[config.mk]
export PLATFORM = sky130hd
export DESIGN_NAME = ifu_fetch
export DESIGN_NICKNAME = d
export VERILOG_FILES = /design/src/rtl/npc_pkg.sv /design/src/rtl/ifu_timeout_ctr.sv /design/src/rtl/ifu_fetch.sv
export SDC_FILE = /design/constraint.sdc
export NUM_CORES = 1
export LEC_CHECK = 0
export ABC_CLOCK_PERIOD_IN_PS = 6900
export CAP_MARGIN = 5
export CORE_MARGIN = 10
export CORE_UTILIZATION = 45
export CTS_CLUSTER_SIZE = 14
export DETAILED_ROUTE_END_ITERATION = 8
export PLACE_DENSITY = 0.95
export SLEW_MARGIN = 20
export SYNTH_ARGS = -nofsm -noshare
export SYNTH_HDL_FRONTEND = slang
export SYNTH_HIERARCHICAL = 1
export SYNTH_SLANG_ARGS = --single-unit
[constraint.sdc]
create_clock -name clk -period 6.9 [get_ports clk]
set_clock_uncertainty 0.1 [all_clocks]
set_input_delay 1.035 -clock clk [delete_from_list [all_inputs] [get_ports clk]]
set_output_delay 1.035 -clock clk [all_outputs]
set_load 0.005 [all_outputs]
[src/rtl/npc_pkg.sv]
// Shared NPC core types and constants: fetch FSM states, fetch fault codes,
// the canonical NOP encoding and the PC reset vector.
package npc_pkg;

    localparam int unsigned XLEN = 32;

    localparam logic [XLEN-1:0] NPC_RESET_PC = 32'h8000_0000;
    localparam logic [XLEN-1:0] NPC_NOP_INST = 32'h0000_0013;

    typedef enum logic [1:0] {
        ST_REQ  = 2'b00,
        ST_WAIT = 2'b01,
        ST_HOLD = 2'b10
    } fetch_state_e;

    typedef enum logic [1:0] {
        FETCH_OK       = 2'b00,
        FETCH_MISALIGN = 2'b01,
        FETCH_ACCERR   = 2'b10,
        FETCH_TIMEOUT  = 2'b11
    } fetch_fault_e;

endpackage

[src/rtl/ifu_timeout_ctr.sv]
// Saturating wait-cycle counter with clear and enable; expire_c flags the
// enabled increment that brings the count up to LIMIT.
module ifu_timeout_ctr #(
    parameter int unsigned LIMIT = 255
) (
    input  logic clk,
    input  logic rst,
    input  logic clr,
    input  logic en,
    output logic expire_c
);

    localparam int unsigned W = $clog2(LIMIT + 1);

    logic [W-1:0] cnt_q;
    logic [W-1:0] cnt_d;

    always_comb begin
        cnt_d = cnt_q;
        if (clr) begin
            cnt_d = '0;
        end else if (en && (cnt_q != W'(LIMIT))) begin
            cnt_d = cnt_q + W'(1);
        end
    end

    assign expire_c = en && (cnt_q == W'(LIMIT - 1));

    always_ff @(posedge clk) begin
        if (rst) begin
            cnt_q <= '0;
        end else begin
            cnt_q <= cnt_d;
        end
    end

endmodule

[src/rtl/ifu_fetch.sv]
// Instruction fetch unit: issues one word read per PC over a valid/ready
// channel, waits for the response (with timeout) and holds it for decode.
module ifu_fetch
    import npc_pkg::*;
#(
    parameter logic [31:0] RESET_PC = NPC_RESET_PC,
    parameter int unsigned TIMEOUT  = 255,
    parameter logic [31:0] NOP_INST = NPC_NOP_INST
) (
    input  logic        clk,
    input  logic        rst,
    input  logic [31:0] pc_in,
    output logic        pc_update,
    output logic        imem_req_valid,
    input  logic        imem_req_ready,
    output logic [31:0] imem_req_addr,
    input  logic        imem_rsp_valid,
    input  logic [31:0] imem_rsp_data,
    input  logic        imem_rsp_err,
    output logic        inst_valid,
    input  logic        inst_ready,
    output logic [31:0] inst,
    output logic [31:0] inst_pc,
    output logic [1:0]  inst_fault,
    output logic [31:0] fetch_cnt
);

    // Elaboration-time sanity checks on the configuration.
    if (RESET_PC[1:0] != 2'b00) begin : g_bad_reset_pc
        $error("ifu_fetch: RESET_PC must be word aligned");
    end
    if (TIMEOUT < 1) begin : g_bad_timeout
        $error("ifu_fetch: TIMEOUT must be at least 1");
    end

    fetch_state_e state_q, state_d;
    fetch_fault_e fault_q, fault_d;
    logic [31:0]  inst_q, inst_d;
    logic [31:0]  inst_pc_q, inst_pc_d;
    logic [31:0]  fetch_cnt_q, fetch_cnt_d;

    logic pc_misalign_c;
    logic ctr_clr;
    logic ctr_en;
    logic ctr_expire_c;

    ifu_timeout_ctr #(
        .LIMIT (TIMEOUT)
    ) u_timeout_ctr (
        .clk      (clk),
        .rst      (rst),
        .clr      (ctr_clr),
        .en       (ctr_en),
        .expire_c (ctr_expire_c)
    );

    assign pc_misalign_c  = |pc_in[1:0];
    assign imem_req_valid = !rst && (state_q == ST_REQ) && !pc_misalign_c;
    assign imem_req_addr  = pc_in;
    assign inst_valid     = (state_q == ST_HOLD);
    assign pc_update      = inst_valid && inst_ready;
    assign inst           = inst_q;
    assign inst_pc        = inst_pc_q;
    assign inst_fault     = fault_q;
    assign fetch_cnt      = fetch_cnt_q;

    always_comb begin
        state_d     = state_q;
        fault_d     = fault_q;
        inst_d      = inst_q;
        inst_pc_d   = inst_pc_q;
        fetch_cnt_d = fetch_cnt_q;
        ctr_clr     = 1'b0;
        ctr_en      = 1'b0;

        case (state_q)
            ST_REQ: begin
                if (pc_misalign_c) begin
                    inst_pc_d = pc_in;
                    inst_d    = NOP_INST;
                    fault_d   = FETCH_MISALIGN;
                    state_d   = ST_HOLD;
                end else if (imem_req_valid && imem_req_ready) begin
                    inst_pc_d = pc_in;
                    ctr_clr   = 1'b1;
                    state_d   = ST_WAIT;
                end
            end
            ST_WAIT: begin
                // A response on the expiry cycle takes priority over the timeout.
                if (imem_rsp_valid) begin
                    inst_d  = imem_rsp_err ? NOP_INST : imem_rsp_data;
                    fault_d = imem_rsp_err ? FETCH_ACCERR : FETCH_OK;
                    state_d = ST_HOLD;
                end else begin
                    ctr_en = 1'b1;
                    if (ctr_expire_c) begin
                        inst_d  = NOP_INST;
                        fault_d = FETCH_TIMEOUT;
                        state_d = ST_HOLD;
                    end
                end
            end
            ST_HOLD: begin
                if (inst_ready) begin
                    fetch_cnt_d = fetch_cnt_q + 32'd1;
                    state_d     = ST_REQ;
                end
            end
            default: begin
                state_d = ST_REQ;
            end
        endcase
    end

    always_ff @(posedge clk) begin
        if (rst) begin
            state_q     <= ST_REQ;
            fault_q     <= FETCH_OK;
            inst_q      <= '0;
            inst_pc_q   <= '0;
            fetch_cnt_q <= '0;
        end else begin
            state_q     <= state_d;
            fault_q     <= fault_d;
            inst_q      <= inst_d;
            inst_pc_q   <= inst_pc_d;
            fetch_cnt_q <= fetch_cnt_d;
        end
    end

endmodule
Yosys cells after proc, flatten, opt, wreduce, memory -nomap -nowiden
Index checks and enable logic that the tools add are counted.
{"block": "totals", "ff_bits": 108, "latchBits": 0, "ram_bits": 0, "rom_bits": 0, "inputBits": 70, "output_inout_bits": 133, "wordCells": 56, "mem_count": 0}
{"block": "classes", "add_sub_neg": 2, "n_mul": 0, "n_div": 0, "n_lt_le_gt_ge": 0, "eq_ne": 8, "shift": 0, "muxes": 23, "n_bitwise": 0, "n_reduce_logical": 17}
{"operator": "two-way mux 32 bit", "count": 6}
{"operator": "case mux 32 bit (2 select lines)", "count": 1}
{"operator": "adder 32 x 1 -> 32 bit, second input constant", "count": 1}
{"operator": "two-way mux 2 bit", "count": 9}
{"operator": "adder 8 x 1 -> 8 bit, second input constant", "count": 1}
{"operator": "== test 8 bit, second input constant", "count": 1}
{"operator": "!= test 8 bit, second input constant", "count": 1}
{"operator": "logical AND 1 bit", "count": 6}
{"operator": "case mux 2 bit (3 select lines)", "count": 1}
{"operator": "AND reduction 3 bit", "count": 2}
{"operator": "two-way mux 1 bit", "count": 5}
{"operator": "case mux 2 bit (2 select lines)", "count": 1}
{"operator": "AND reduction 2 bit", "count": 2}
{"operator": "nonzero test 2 bit", "count": 2}
{"operator": "OR reduction 2 bit", "count": 2}
{"operator": "!= test 3 x 2 -> 1 bit, second input constant", "count": 1}
{"operator": "!= test 3 bit, second input constant", "count": 1}
{"operator": "== test 2 x 1 -> 1 bit, second input constant", "count": 1}
{"operator": "== test 2 bit, second input constant", "count": 1}
{"operator": "zero test 1 bit", "count": 2}
{"operator": "zero test 2 bit", "count": 1}
{"operator": "!= test 2 x 1 -> 1 bit, second input constant", "count": 1}
{"operator": "!= test 2 bit, second input constant", "count": 1}

Logic depth before layout (Yosys ltp)
Gate-level depths: netlist (run 1).
{"block": "depth", "word_depth": 8, "mapped_depth": 10, "mapped_depth_nobuf": 8}

Modules after synthesis
Netlist (run 1), hierarchy kept.
{"module": "ifu_fetch", "n_inst": 1, "cells_per_inst": 485, "area_per_inst_um2": 4113.9, "seq_area_each_um2": 2001.9}
{"module": "ifu_timeout_ctr", "n_inst": 1, "cells_per_inst": 51, "area_per_inst_um2": 459.2, "seq_area_each_um2": 160.2}

Least setup slack after synthesis (run 1)
OpenSTA, ideal clock, no wires.
{"block": "synth_path", "path_kind": "in2reg", "startpoint": "input imem_rsp_valid", "endpoint": "register inst_q[10], in the netlist inst[10]", "setup_ns": 0.128, "t_arrival_ns": 2.594, "t_required_ns": 6.672, "slack_ns": 4.078, "path_stages": 9, "path_buffers": 2, "path_cell_list": "nor2_1 > nand2_1 > nor3_1 > nor2_1 > a211o_1 > clkbuf_1 > clkbuf_1 > a22oi_1 > nor2_1"}
{"block": "synth_via", "elab_chain_cells": 5, "word_cells_on_any_way": 7, "cone_classes": "eq/ne (1); mux (4); reduce/logical (2)"}
{"item": "from (decl)", "line_no": "ifu_fetch.sv:17", "text": "input logic imem_rsp_valid,"}
{"item": "two-way mux 1 bit", "line_no": "ifu_fetch.sv:91", "text": "if (imem_rsp_valid) begin"}
{"item": "two-way mux 1 bit", "line_no": "ifu_fetch.sv:76", "text": "case (state_q)"}
{"item": "logical AND 1 bit", "line_no": "ifu_timeout_ctr.sv:27", "text": "assign expire_c = en && (cnt_q == W'(LIMIT - 1));"}
{"item": "named net ctr_expire_c", "line_no": "ifu_fetch.sv:45", "text": "logic ctr_expire_c;"}
{"item": "!= test 3 bit (no line)"}
{"item": "AND reduction 3 bit (no line)"}
{"item": "to (signal assigned)", "line_no": "ifu_fetch.sv:126", "text": "inst_q <= inst_d;"}
{"item": "to (decl)", "line_no": "ifu_fetch.sv:38", "text": "logic [31:0] inst_q, inst_d;"}
The timed path passes the listed nets, and every way through them passes these cells.
A chain may end at the register's enable or synchronous reset.

Final worst setup path (run 1)
{"block": "layout_path", "startpoint": "input pc_in[0]", "endpoint": "output imem_req_valid"}
{"block": "layout_via", "elab_chain_cells": 3}
{"item": "from (decl)", "line_no": "ifu_fetch.sv:12", "text": "input logic [31:0] pc_in,"}
{"item": "OR reduction 2 bit", "line_no": "ifu_fetch.sv:57", "text": "assign pc_misalign_c = |pc_in[1:0];"}
{"item": "zero test 1 bit", "line_no": "ifu_fetch.sv:58", "text": "assign imem_req_valid = !rst && (state_q == ST_REQ) && !pc_misalign_c;"}
{"item": "logical AND 1 bit", "line_no": "ifu_fetch.sv:58"}
{"item": "to (decl)", "line_no": "ifu_fetch.sv:14", "text": "output logic imem_req_valid,"}
Every way passes these cells.

==> flow_summary.ini, run 1 <==
[sta]
tns_ns = 0
max_freq_mhz = 269
period_needed_ns = 3.72
fin_crit_sh_pct = 53.9
worst_slew_pin_slew_ns = 1.06
relSlewSlack_pct = 29.4
rsz0062_at_grt = false
worst_hold_slack_ns = 0.357
setup_viol = 0
finalHoldViolations = 0
drv_slew = 0

[hold_path]
hp-class = reg2reg
min-delay-start = inst_fault[1]
hold_end = inst_fault[1]
hold_depth = 2

[die]
dieArea_mm2 = 0.0146
ioPinCount = 203
fp.dieH_um = 121
start_util_pct = 46.6
die_w_um = 121
coreArea_mm2 = 0.00982
rows = 36

[setup_path]
worst-endpoint-arrival_ns = 2.58
worstPathRequired_ns = 5.76
crit_fanout = 6
crit_family = buffers and inverters
rr_startpoint = state_q[1]
path_common_cell = clkdlybuf4s50_1
slowest_stage = clkdlybuf4s50_1
cp-end-kind = primary output
crit_chain = clkdlybuf4s50_1 -> nor4b_1 -> clkdlybuf4s50_1
critPathLaunchType = input port
r2r_cells = 8
timing.rr.end = inst[15]
rrSetupSlack_ns = 4.24
critPathMaxStageDelay_ns = 0.58
critical_path_class = in2out
cp_num_buf_inv = 2

[route]
drt_iter0_markers = 348
wire_per_inst_um = 17.6
routed-wl-met2_um = 7520
drtPass1Iterations = 5
ant_nets = 0
drt-met1-wl_um = 5260
vias = 4454
route.met3.wl_um = 1600
drt-vias-per-instance = 5.39
totalWireLength_um = 14600
top_layer_used = met4
drc = 0

[power_and_ir_drop]
finalPower_w = 0.00125
clkPwrFrac_pct = 32.8
p_seq_share_pct = 52.6
p_per_area_mw_per_mm2 = 188
peakVddDrop_mv = 0.109
intPower_w = 0.000923
p_leak_nw = 2.33
swShare_pct = 26.1
p_comb_share_pct = 14.7
p_switching_w = 0.000325

[run_status]
status = complete, no violations

[clock_network]
cts_setup_buffers = 0
holdBufCountCts = 0
clk_latency_ns = 0.37
clkTransAtPathRegs_ns = 0.10
cts_buffers = 9
cts_tree = built
htreeDepth = 3
cts_resized = 0
clock_sinks = 108
cts_buffer_depth = 2
cts_root_buffer = clkbuf_8

[synthesis]
synthArstFlopShare_pct = 0
synth-edff-count = 0
syn_avg_cell_area_um2 = 8.53
syn-cell-area_mm2 = 0.00457
ys_ff_latch = 108
syn_nets = 609
synth_cell_type_count = 44
synth_seq_area_share_pct = 47.3
netlist_instances = 536
yosys_warnings = 6
synthFlopType = dfxtp_1

[job]
timing.max_cap.violations = 0

[finish]
final_nets = 761
area_growth_pct = 45.1
drive_gt1_share_pct = 4.33
final_util_pct = 67.6
fin_area_mm2 = 0.00664

[placed_design]
place_hpwl_um = 11100
portBuffers = 202
place_congestion = 0.882
placed_cell_area_mm2 = 0.00642

[global_routing]
grt_use_total_pct = 19.0
grt_pass1_vias = 4509
grt_first_pass_wirelength_um = 22900
grt_max_degree = 107
antenna_found_initial = 0
grt_overflow = 0
flip-flops by register name, indices dropped and copies added, names as in the netlist:
name / flops
u_timeout_ctr/cnt_q: 8
inst_pc: 32
fetch_cnt: 32
inst: 32
state_q: 2
inst_fault: 2
tightest hold or removal path: stages (launching register included):
cell,delay [ns]
dfxtp_1,0.33
nand2_1,0.05
a21oi_1,0.05
power groups by stage:
stage          registers (W)  logic [W]  clock network (W)
2_1_floorplan       0.000671  0.0000715                  0
3_3_place_gp        0.000669   0.000180                  0
3_5_place_dp        0.000671   0.000185                  0
4_1_cts             0.000657   0.000186           0.000420
5_1_grt             0.000659   0.000199           0.000444
6_report            0.000656   0.000183           0.000409
synth_stat cells (3+ instances only):
master,n,area [um2]
xor2_1,6,52.6
or4_1,12,90.1
nand4_1,10,62.6
ha_1,3,37.5
and4_1,4,35.0
clkbuf_1,27,101
a22oi_1,30,225
mux2i_1,3,30.0
buf_4,32,240
dfxtp_1,108,2160
a221oi_1,4,35.0
xnor2_1,4,35.0
and3_1,5,31.3
nand3_1,15,75.1
inv_1,15,56.3
nand2_1,81,304
or3_1,12,75.1
a21oi_1,57,285
o21ai_0,11,55.1
o31ai_1,12,90.1
nor3_1,6,30.0
nor2_1,46,173
a211oi_1,4,30.0
cell type report:
class,count,area (um2)
clock inverter,7,88.8
tap,133,166
inverter,15,56.3
clock buffer,9,124
fill,781,3180
antenna,1,2.50
multi-input combinational,351,2010
timing repair buffer,203,2030
sequential,108,2160
worst max path at each step:
stage,cells after the start,slack (ns),startpoint,endpoint
floorplan,9,4.08,imem_rsp_valid,inst[10]
global placement,8,3.21,imem_rsp_valid,inst_fault[1]
detailed placement,8,3.09,imem_rsp_valid,inst[15]
CTS,3,3.17,pc_in[0],imem_req_valid
global route,3,3.05,pc_in[0],imem_req_valid
finish,3,3.18,pc_in[0],imem_req_valid
through the flow:
| stage | setup WS [ns] | std cells |
|---|---|---|
| after floorplan | 4.08 | 536 |
| after global placement | 3.21 | 810 |
| after detailed placement | 3.09 | 810 |
| after CTS | 3.17 | 826 |
| after global routing | 3.05 | 826 |
| final | 3.18 | 827 |
cell families (layout without fill, tap and decap cells):
logic type                 Yosys count  count (layout)  share of synthesized area, %
buffers and inverters               77             234                          9.14
xor gates and xnor gates            10              10                          1.92
adders and majority gates            3               3                         0.821
and+or+nand+nor                    208             208                          22.5
DFF                                108             108                          47.3
AOI/OAI and AO/OA                  127             127                          17.7
muxes                                3               3                         0.657
other                                0               1                             0
cells in the final DEF (no fill, tap or decap), types with 3 or more instances in the layout:
master	n
a211oi_1	4
nor3_1	6
nand3_1	15
and3_1	4
or4_1	12
inv_1	15
clkbuf_8	9
nor2_1	46
a21oi_1	57
inv_8	3
mux2i_1	3
a221oi_1	4
o21ai_0	11
dfxtp_1	108
clkdlybuf4s50_1	201
nand4_1	10
xnor2_1	4
nand2_1	81
or3_1	12
ha_1	3
and4_1	4
o31ai_1	11
a22oi_1	30
xor2_1	6
metal layers:
metal	global-route usage [%]	vias to the layer above
li1	-	2153
met1	19.5	2096
met2	33.9	191
met3	8.75	14
met4	5.28	0
met5	0	-
Power figures use the tool's default switching activity.
==> run 2, diff against run 1 <==
--- a/config.mk
+++ b/config.mk
@@ -5,13 +5,13 @@
 export SDC_FILE = /design/constraint.sdc
 export NUM_CORES = 1
 export LEC_CHECK = 0
-export ABC_CLOCK_PERIOD_IN_PS = 6900
+export ABC_CLOCK_PERIOD_IN_PS = 3800
 export CAP_MARGIN = 5
 export CORE_MARGIN = 10
-export CORE_UTILIZATION = 45
+export CORE_UTILIZATION = 42
 export CTS_CLUSTER_SIZE = 14
 export DETAILED_ROUTE_END_ITERATION = 8
-export PLACE_DENSITY = 0.95
+export PLACE_DENSITY = 0.91
 export SLEW_MARGIN = 20
 export SYNTH_ARGS = -nofsm -noshare
 export SYNTH_HDL_FRONTEND = slang
==> constraint.sdc (replaced) <==
create_clock -name clk -period 3.8 [get_ports clk]
set_clock_uncertainty 0.1 [all_clocks]
set_input_delay 0.57 -clock clk [delete_from_list [all_inputs] [get_ports clk]]
set_output_delay 0.57 -clock clk [all_outputs]
set_load 0.005 [all_outputs]
==> run 2 against run 1 <==
Against the previous run: highest routed layer unchanged; hold slack better by 0.0021 ns; final cell count rose by 1.1%; sequential power increased by 81%; die area grew 5.9%; sequential share of layout area fell by 0.12 points; critical path depth stayed put.
==> flow_summary.ini, run 2 (same netlist as run 1, synthesis figures left out) <==
[finish]
final_nets = 764
final_cell_mix = 201 x clkdlybuf4s50_1, 108 x dfxtp_1, 81 x nand2_1, 57 x a21oi_1, 46 x nor2_1
drive_gt1_share_pct = 4.31
num-fill-cells = 923
multiInputGateArea_mm2 = 0.00201
final_common_cell = clkdlybuf4s50_1
area_growth_pct = 45.7
final_cell_count_no_fill = 836
num_antenna_cells = 0
regArea_mm2 = 0.00216
final_util_pct = 62.0

[route]
drtPass1Iterations = 5
ant_nets = 0
totalWireLength_um = 14700
wire_per_inst_um = 17.6
drt_iter0_markers = 309
vias = 4461
drc = 0
drt-vias-per-instance = 5.34

[die]
die_w_um = 124
start_util_pct = 42.6
rows = 38
coreArea_mm2 = 0.0107
dieArea_mm2 = 0.0155
ioPinCount = 203
fp.dieH_um = 124

[power_and_ir_drop]
peakVddDrop_mv = 0.204
p_per_area_mw_per_mm2 = 339
p_leak_nw = 2.34

[clock_network]
holdBufCountCts = 0
cts_root_buffer = clkbuf_8
cts_resized = 0
cts_buffer_depth = 2
htreeDepth = 3
cts_tree = built
cts_setup_buffers = 0
cts_buffers = 9
clkTransAtPathRegs_ns = 0.10
clk_latency_ns = 0.36
clock_sinks = 108

[sta]
drv_slew = 0
period_needed_ns = 2.83
relSlewSlack_pct = 27.4
tns_ns = 0
finalHoldViolations = 0
finalWorstSetupSlack_ns = 0.971
setup_viol = 0
fin_crit_sh_pct = 74.5
worst_slew_pin_slew_ns = 1.09
max_freq_mhz = 353
rsz0062_at_grt = false
worst_hold_slack_ns = 0.359

[placed_design]
pre_cts_slack_ns = 0.662
place_inst = 820
place_hpwl_um = 11400
place_congestion = 0.825
portBuffers = 202

[setup_path]
critPathLaunchType = input port
worstPathRequired_ns = 3.13
worst-endpoint-arrival_ns = 2.16
cp-end-kind = primary output
crit_fanout = 6
critical_path_class = in2out

[job]
timing.max_cap.violations = 0

[global_routing]
grt_pass1_vias = 4524
grt_overflow = 0
antenna_found_initial = 0
grt_first_pass_wirelength_um = 23400
grt_max_degree = 93
grt_use_total_pct = 18.1

[hold_path]
hp-class = reg2reg

[run_status]
status = complete, no violations
## run 2: per-stage QoR
stage | cell area [um2] | power [W]
6_report | 6660 | 0.00226
5_1_grt | 6660 | 0.00236
4_1_cts | 6660 | 0.00229
3_5_place_dp | 6450 | 0.00156
3_3_place_gp | 6450 | 0.00155
2_1_floorplan | 4570 | 0.00135
## run 2: worst max-delay path, cell delays in order
cell and delay (ns):
clkdlybuf4s50_1 0.55, nor4b_1 0.42, clkdlybuf4s50_1 0.62
## run 2: final cells by class
cell class              instances  area share (%)
clock buffers                  12            2.33
clock inverters                 4           0.826
inverters                      15           0.845
multi-input cells             351            30.1
flip-flops and latches        108            32.5
well taps                     140            2.63
repair buffers                206            30.8
## run 2: path summary, 6_finish.rpt
check | startpoint | endpoint | slack, ns | depth (start not counted)
min reg2reg | inst_pc[24] | inst_pc[24] | 0.36 | 2
min | inst_pc[24] | inst_pc[24] | 0.36 | 2
max | pc_in[0] | imem_req_valid | 0.97 | 3
max reg2reg | fetch_cnt[0] | fetch_cnt[28] | 1.31 | 5
## run 2: metal layers
layer / wire [um] / up-vias / track usage (%) / share of wire [%]
met4: 171 / 0 / 5.00 / 1.2
met2: 7450 / 178 / 32.2 / 51
met5: 0 / - / 0 / 0
met3: 1890 / 15 / 10.3 / 13
met1: 5180 / 2103 / 17.3 / 35
li1: - / 2165 / - / -
## run 2: power by group
group | switching, W | total (W) | leakage [nW] | internal [W]
combinational | 0.000148 | 0.000336 | 1.36 | 0.000188
sequential | 0.0000235 | 0.00119 | 0.878 | 0.00117
clock | 0.000385 | 0.000731 | 0.104 | 0.000346
==> run 3, diff against run 2 <==
--- a/config.mk
+++ b/config.mk
@@ -5,13 +5,13 @@
 export SDC_FILE = /design/constraint.sdc
 export NUM_CORES = 1
 export LEC_CHECK = 0
-export ABC_CLOCK_PERIOD_IN_PS = 3800
+export ABC_CLOCK_PERIOD_IN_PS = 2400
 export CAP_MARGIN = 5
 export CORE_MARGIN = 10
-export CORE_UTILIZATION = 42
+export CORE_UTILIZATION = 38
 export CTS_CLUSTER_SIZE = 14
 export DETAILED_ROUTE_END_ITERATION = 8
-export PLACE_DENSITY = 0.91
+export PLACE_DENSITY = 0.88
 export SLEW_MARGIN = 20
 export SYNTH_ARGS = -nofsm -noshare
 export SYNTH_HDL_FRONTEND = slang
==> constraint.sdc (replaced) <==
create_clock -name clk -period 2.4 [get_ports clk]
set_clock_uncertainty 0.1 [all_clocks]
set_input_delay 0.36 -clock clk [delete_from_list [all_inputs] [get_ports clk]]
set_output_delay 0.36 -clock clk [all_outputs]
set_load 0.005 [all_outputs]
==> run 3 against run 2 <==
Against the previous run: cell area rose by 4.1%; clock power rose by 110%; total power rose by 75%; via count rose by 0.63%; hold slack got worse by 0.0060 ns; die area rose by 8.8%; highest routed layer unchanged.
==> flow_summary.ini, run 3 (same netlist as run 1, synthesis figures left out) <==
[clock_network]
cts_tree = built
cts_buffers = 9
cts_setup_buffers = 0
clock_sinks = 108
clkTransAtPathRegs_ns = 0.07
htreeDepth = 3
cts_root_buffer = clkbuf_16
clk_latency_ns = 0.34
cts_buffer_depth = 2

[run_status]
status = complete, no violations

[finish]
final_cell_mix = 201 x clkdlybuf4s50_1, 108 x dfxtp_1, 81 x nand2_1, 57 x a21oi_1, 46 x nor2_1
num-fill-cells = 1010
final_util_pct = 58.2
fin_area_mm2 = 0.00693
final_nets = 786
num_antenna_cells = 0
drive_gt1_share_pct = 7.24
final_common_cell = clkdlybuf4s50_1
area_growth_pct = 51.6

[job]
timing.max_cap.violations = 0

[global_routing]
use_met2_pct = 28.4
use_met1_pct = 16.7
gr-max-usage-layer = met2
grt_first_pass_wirelength_um = 22600
grt_use_total_pct = 16.8
grt.met3_usage_pct = 11.4
grt_pass1_vias = 4459
grt_overflow = 0
grt_max_degree = 73
antenna_found_initial = 0

[sta]
finalWorstSetupSlack_ns = 0.0599
tns_ns = 0
fin_crit_sh_pct = 97.5
max_freq_mhz = 427
relSlewSlack_pct = 49.6
period_needed_ns = 2.34
setup_viol = 0
drv_slew = 0
rsz0062_at_grt = false
worst_hold_slack_ns = 0.353
finalHoldViolations = 0
worst_slew_pin_slew_ns = 0.755

[die]
rows = 40
coreArea_mm2 = 0.0119
fp.dieH_um = 130
die_w_um = 130
dieArea_mm2 = 0.0168
ioPinCount = 203
start_util_pct = 38.4

[setup_path]
r2r_cells = 6
critical_path_class = in2reg
worstPathRequired_ns = 2.55
cp-end-kind = flop
worst-endpoint-arrival_ns = 2.49
crit_fanout = 15
critPathLaunchType = input port

[route]
vias = 4489
ant_nets = 0
drt_iter0_markers = 307
wire_per_inst_um = 17.0
totalWireLength_um = 14700
drtPass1Iterations = 4
drt-vias-per-instance = 5.19
drc = 0

[placed_design]
portBuffers = 202
place_congestion = 0.793
pre_cts_slack_ns = -0.183
placed_cell_area_mm2 = 0.00662
place_hpwl_um = 11100

[power_and_ir_drop]
p_leak_nw = 2.49
p_per_area_mw_per_mm2 = 570
peakVddDrop_mv = 0.543

[hold_path]
hp-class = reg2reg
hold_depth = 2
==> run 3: per-stage QoR <==
stage	total power [W]	cells
floorplan	0.00213	536
global placement	0.00249	849
finish	0.00395	865
detailed placement	0.00249	849
CTS	0.00400	865
global route	0.00413	865
==> run 3: worst paths after layout <==
kind                                    from             to  slack (ns)
worst max-delay path              inst_ready  fetch_cnt[30]        0.06
worst min-delay path             inst_pc[16]    inst_pc[16]        0.35
worst min register to register   inst_pc[16]    inst_pc[16]        0.35
worst max register to register  fetch_cnt[0]  fetch_cnt[30]        0.13
==> run 3: critical path, cell delays in order <==
cell,delay (ns)
clkdlybuf4s50_1,0.54
nand4b_4,0.12
or4_1,0.52
buf_4,0.19
or4_1,0.54
a21oi_1,0.20
==> run 3: layer usage <==
layer,vias up,share of wire [%]
li1,2208,-
met1,2093,37
met2,179,48
met3,9,14
met4,0,1.1
met5,-,0
==> run 3: timing repair <==
action                     4_1_cts  5_1_grt
setup endpoints to repair        0        1
hold buffers                     0        0
resized for setup                0        1
==> run 3: power by group <==
part,switching [W],leakage [nW],internal (W)
Sequential,0.0000298,0.878,0.00185
Clock,0.000665,0.142,0.000841
Combinational,0.000245,1.47,0.000322
Total,0.000940,2.49,0.00301
==> run 3: layout make-up <==
type | instances | area [um2] | area share, %
clock buffer | 11 | 243 | 3.50
clock inverter | 5 | 58.8 | 0.848
inverter | 15 | 56.3 | 0.812
multi-input combinational | 351 | 2010 | 29.0
sequential | 108 | 2160 | 31.2
tap | 147 | 184 | 2.65
timing repair buffer | 228 | 2210 | 31.9
